==> src/rtl/fetch_pkg.sv <==
// Shared definitions for the instruction fetch stage.
// Holds the redirect-target encodings and the sequential PC step.
package fetch_pkg;

   typedef enum logic [1:0] {
      SEL_IMD2EXT = 2'b00,
      SEL_REGA    = 2'b01,
      SEL_INDEX   = 2'b10,
      SEL_EXC     = 2'b11
   } sel_pc_e;

   localparam int unsigned PC_W   = 32;
   localparam logic [31:0] PC_INC = 32'd4;

endpackage : fetch_pkg

==> src/rtl/fetch_pc_mux.sv <==
// Next-PC selection for fetch: a 4:1 redirect-target mux followed by a
// sequential/redirect choice. Purely combinational.
module fetch_pc_mux
   import fetch_pkg::*;
#(
   parameter logic [31:0] EXC_VECTOR = 32'd64
) (
   input  logic [31:0] pc,
   input  logic        selpcsource,
   input  sel_pc_e     selpctype,
   input  logic [31:0] pcimd2ext,
   input  logic [31:0] rega,
   input  logic [31:0] pcindex,
   output logic [31:0] pc_plus4,
   output logic [31:0] next_pc
);

   logic [31:0] target;

   // Wraps modulo 2^32; targets are used exactly as supplied.
   assign pc_plus4 = pc + PC_INC;

   always_comb begin
      // NOTE: every output of this block gets a default first, so no path leaves it unassigned and no latch is inferred.
      target = pcimd2ext;
      unique case (selpctype)
         SEL_IMD2EXT: target = pcimd2ext;
         SEL_REGA:    target = rega;
         SEL_INDEX:   target = pcindex;
         SEL_EXC:     target = EXC_VECTOR;
      endcase
   end

   assign next_pc = selpcsource ? target : pc_plus4;

endmodule : fetch_pc_mux

==> src/rtl/fetch.sv <==
// Instruction fetch stage: owns the PC, drives the instruction-memory read,
// and registers the fetched word and its PC+4 toward decode.
module fetch
   import fetch_pkg::*;
#(
   parameter logic [31:0] RESET_PC   = 32'h0000_0000,
   parameter logic [31:0] EXC_VECTOR = 32'd64
) (
   input  logic        clock,
   input  logic        reset,
   input  logic        ex_if_stall,
   input  logic        id_if_selpcsource,
   input  logic [1:0]  id_if_selpctype,
   input  logic [31:0] id_if_rega,
   input  logic [31:0] id_if_pcimd2ext,
   input  logic [31:0] id_if_pcindex,
   input  logic [31:0] mc_if_data,
   output logic        if_mc_en,
   output logic [31:0] if_mc_addr,
   output logic [31:0] if_id_nextpc,
   output logic [31:0] if_id_instruc
);

   logic [31:0] pc;
   logic [31:0] pc_plus4;
   logic [31:0] next_pc;

   fetch_pc_mux #(
      .EXC_VECTOR (EXC_VECTOR)
   ) u_pc_mux (
      .pc          (pc),
      .selpcsource (id_if_selpcsource),
      .selpctype   (sel_pc_e'(id_if_selpctype)),
      .pcimd2ext   (id_if_pcimd2ext),
      .rega        (id_if_rega),
      .pcindex     (id_if_pcindex),
      .pc_plus4    (pc_plus4),
      .next_pc     (next_pc)
   );

   assign if_mc_addr = pc;
   assign if_mc_en   = reset & ~ex_if_stall;

   // Reset is tested first so an unknown stall or redirect cannot reach state while it is held.
   always_ff @(posedge clock) begin
      // NOTE: non-blocking assignments so every register updates from the values present before the edge.
      if (!reset) begin
         pc            <= RESET_PC;
         if_id_instruc <= '0;
         if_id_nextpc  <= '0;
      end else if (!ex_if_stall) begin
         pc            <= next_pc;
         if_id_instruc <= mc_if_data;
         if_id_nextpc  <= pc_plus4;
      end
   end

endmodule : fetch

==> config.mk <==
export PLATFORM = sky130hd
export DESIGN_NAME = fetch
export DESIGN_NICKNAME = d
export VERILOG_FILES = /design/src/rtl/fetch_pkg.sv /design/src/rtl/fetch_pc_mux.sv /design/src/rtl/fetch.sv
export SDC_FILE = /design/constraint.sdc
export NUM_CORES = 1
export LEC_CHECK = 0
export ABC_AREA = 1
export CORE_MARGIN = 3
export CORE_UTILIZATION = 60
export CTS_BUF_LIST = sky130_fd_sc_hd__clkbuf_4 sky130_fd_sc_hd__clkbuf_8 sky130_fd_sc_hd__clkbuf_16
export DETAILED_ROUTE_END_ITERATION = 10
export DONT_BUFFER_PORTS = 1
export PLACE_DENSITY_LB_ADDON = 0.12
export SETUP_SLACK_MARGIN = 0.3
export SKIP_LAST_GASP = 1
export SYNTH_ARGS = -nofsm -noshare
export SYNTH_HDL_FRONTEND = slang
export SYNTH_SLANG_ARGS = --single-unit
==> constraint.sdc <==
create_clock -name clock -period 1.97 [get_ports clock]
set_input_delay 0.394 -clock clock [delete_from_list [all_inputs] [get_ports clock]]
set_output_delay 0.394 -clock clock [all_outputs]
set_load 0.05 [all_outputs]
==> results.json <==
{
  "outcome": "complete, no violations",
  "dp_slack_ps": 285,
  "placed_area_mm2": 0.00494,
  "nets": 805,
  "cts_tree": "done",
  "r2r_slack_ps": 390,
  "fmax_mhz": 632,
  "cp-start-kind": "flop",
  "power_leakage_nw": 2.10,
  "drv_cap": 0,
  "yosysTopAreaCell": "dfxtp_1",
  "die_h_um": 93.9,
  "place.gp.congestion": 0.936,
  "wl_mm": 15.1,
  "syn_area_per_cell_um2": 7.08,
  "synth.cells.most_frequent": "nand2_1, dfxtp_1, nand3_1, o21ai_0",
  "skew_ps": 8.54,
  "peakVddDrop_mv": 0.396,
  "path_class": "flop to flop",
  "cts_buffers": 9,
  "routed_via_density": 6.05,
  "firstDrtPassIters": 5,
  "ys_warn_count": 0,
  "rsz0062_at_grt": "true",
  "coreArea_mm2": 0.00737,
  "synth_edf_count": 0,
  "startpoint": "if_mc_addr[2]",
  "synth_ff_type": "dfxtp_1",
  "ant_nets": 0,
  "post-dp-hpwl_mm": 11.8,
  "synthArstFlopShare_pct": 0,
  "overflow": 0,
  "hold_viol_final": 0,
  "endpoint_kind": "flop",
  "grt_pass1_wl_mm": 22.9,
  "wl_per_cell_um": 19.5,
  "relSlewSlack_pct": 53.8,
  "port_buffers": 0,
  "slew_viol_final": 0,
  "r2r_end": "if_mc_addr[28]",
  "io_pins": 231,
  "cp.required_ps": 2210,
  "r2r_cells": 10,
  "area_growth_pct": 11.3,
  "r2r-start": "if_mc_addr[2]",
  "start_util_pct": 62.8,
  "rows": 31,
  "netlist_instances": 654,
  "cp_data_arrival_time_ps": 1820,
  "clkTransAtPathRegs_ps": 100,
  "fp.dieArea_mm2": 0.00881,
  "clock_path_buffers": 2,
  "setup-tns-final_ps": 0,
  "dieWidth_um": 93.9,
  "dr.first_iter.drc_count": 352,
  "drive_above_1_share_pct": 12.6,
  "vias": 4680,
  "htree_levels": 3,
  "final_util_pct": 69.9,
  "worst_hold_path_type": "input pin to flop",
  "clk-insertion-delay-late_ps": 360,
  "fin_area_mm2": 0.00515,
  "grt_pass1_vias": 4450,
  "synth_seq_cells": 96,
  "min_period_ps": 1580,
  "grt_max_degree": 68,
  "powerDensity_mw_per_mm2": 826,
  "synth_area_mm2": 0.00463,
  "drcViolationCount": 0,
  "post-route-period-util_pct": 80.4,
  "endpoint": "if_mc_addr[28]",
  "seq_area_frac_synth_pct": 41.5,
  "yosysTopAreaCellShare_pct": 41.5,
  "synth.distinct_cells": 31,
  "crit_fanout": 6,
  "antenna_found_initial": 0,
  "worst_pin_slew_ps": 693,
  "syn-num-nets": 789,
  "post-synth-top-count-cell": "nand2_1",
  "clock_sinks": 96,
  "synth.area.top_cells": "dfxtp_1, nand2_1, a22o_1, nand3_1, o21ai_0",
  "diodes": 0,
  "setup_viol": 0,
  "grt_usage_pct": 33.7,
  "root_buffer": "clkbuf_8",
  "setup_slack_ps": 387
}
## critical path: stages (launching register included)
cell	delay, ps
dfxtp_2	390
ha_4	170
nand3_4	140
inv_2	110
nand2_4	100
nor2_4	200
nand2_1	70
nand2_1	70
nand3_1	70
nand2_1	60
o21ai_0	80
## state kept, by name, summed over array words and instances, names as in the netlist
register and cells:
if_id_instruc 32, if_id_nextpc 32, if_mc_addr 32
## layer usage
layer / part of all wire [%] / vias up / GRT usage [%] / wire (um)
met5: 0 / - / 0 / 0
met4: 4.0 / 0 / 17.2 / 607
met3: 10 / 39 / 8.89 / 1510
met2: 48 / 267 / 56.8 / 7290
met1: 38 / 2157 / 39.3 / 5700
li1: - / 2217 / - / -
## logic make-up (layout without fill, tap and decap cells)
family / count (synthesis) / count (layout) / synth area share, %
AO/OA/AOI/OAI: 131 / 131 / 18.6
flip-flops: 96 / 96 / 41.5
adder cells (fa/ha/maj): 1 / 1 / 0.270
XOR/XNOR: 11 / 11 / 2.08
AND/OR/NAND/NOR: 349 / 349 / 31.6
buffers and inverters: 66 / 87 / 6.00
## layout make-up
cell class,count,area (um2)
multi-input cells,492,2460
fillers,593,2220
well taps,99,124
clock inverters,7,58.8
clock buffers,9,124
repair buffers,41,337
flip-flops and latches,96,1930
inverters,30,113
## repair_timing
| item | in CTS | in global routing |
|---|---|---|
| gates resized for setup | 1 | 7 |
| hold buffers | 0 | 0 |
| pin swaps | 0 | 1 |
| setup endpoints to repair | 5 | 11 |
| buffers inserted | 0 | 0 |
| hold endpoints to repair | 0 | 0 |
## worst min path at each step
stage / from / to / slack [ps] / cells past startpoint
6_report: mc_if_data[22] / if_id_instruc[22] / 150 / 1
5_1_grt: mc_if_data[22] / if_id_instruc[22] / 130 / 1
4_1_cts: mc_if_data[23] / if_id_instruc[23] / 140 / 1
3_5_place_dp: if_mc_addr[3] / if_mc_addr[3] / 490 / 2
3_3_place_gp: if_mc_addr[3] / if_mc_addr[3] / 480 / 2
2_1_floorplan: if_mc_addr[0] / if_id_nextpc[0] / 460 / 1
## placed cells by master, fill, tap and decap left out, types with 3 or more instances in the layout
master    instances
nand3_1          36
a41oi_1          11
buf_4            38
xnor2_1           5
o21ai_0          35
dfxtp_1          89
dfxtp_2           6
a22o_1           35
nor2_2            7
nor2_1           30
o21ai_1          10
inv_1            27
nand4_1           4
clkbuf_8          9
inv_2             3
inv_6             4
a31oi_1          17
xor2_1            6
nand3b_1          5
nor2_4            6
a21oi_1          18
nand2_1         255
## stage by stage
stage,instances,hold WS (ps),total power [mW]
6_report,774,145,4.26
5_1_grt,774,125,4.42
4_1_cts,774,138,4.25
3_5_place_dp,758,492,3.05
3_3_place_gp,758,481,3.04
2_1_floorplan,654,458,2.87
## where the power goes
group,switching [mW],internal (mW),leakage (nW),total (mW)
Clock,0.750,0.485,0.0929,1.23
Combinational,0.420,0.200,1.21,0.619
Sequential,0.350,2.05,0.791,2.40
Total,1.52,2.74,2.10,4.26
Power figures use the tool's default switching activity.
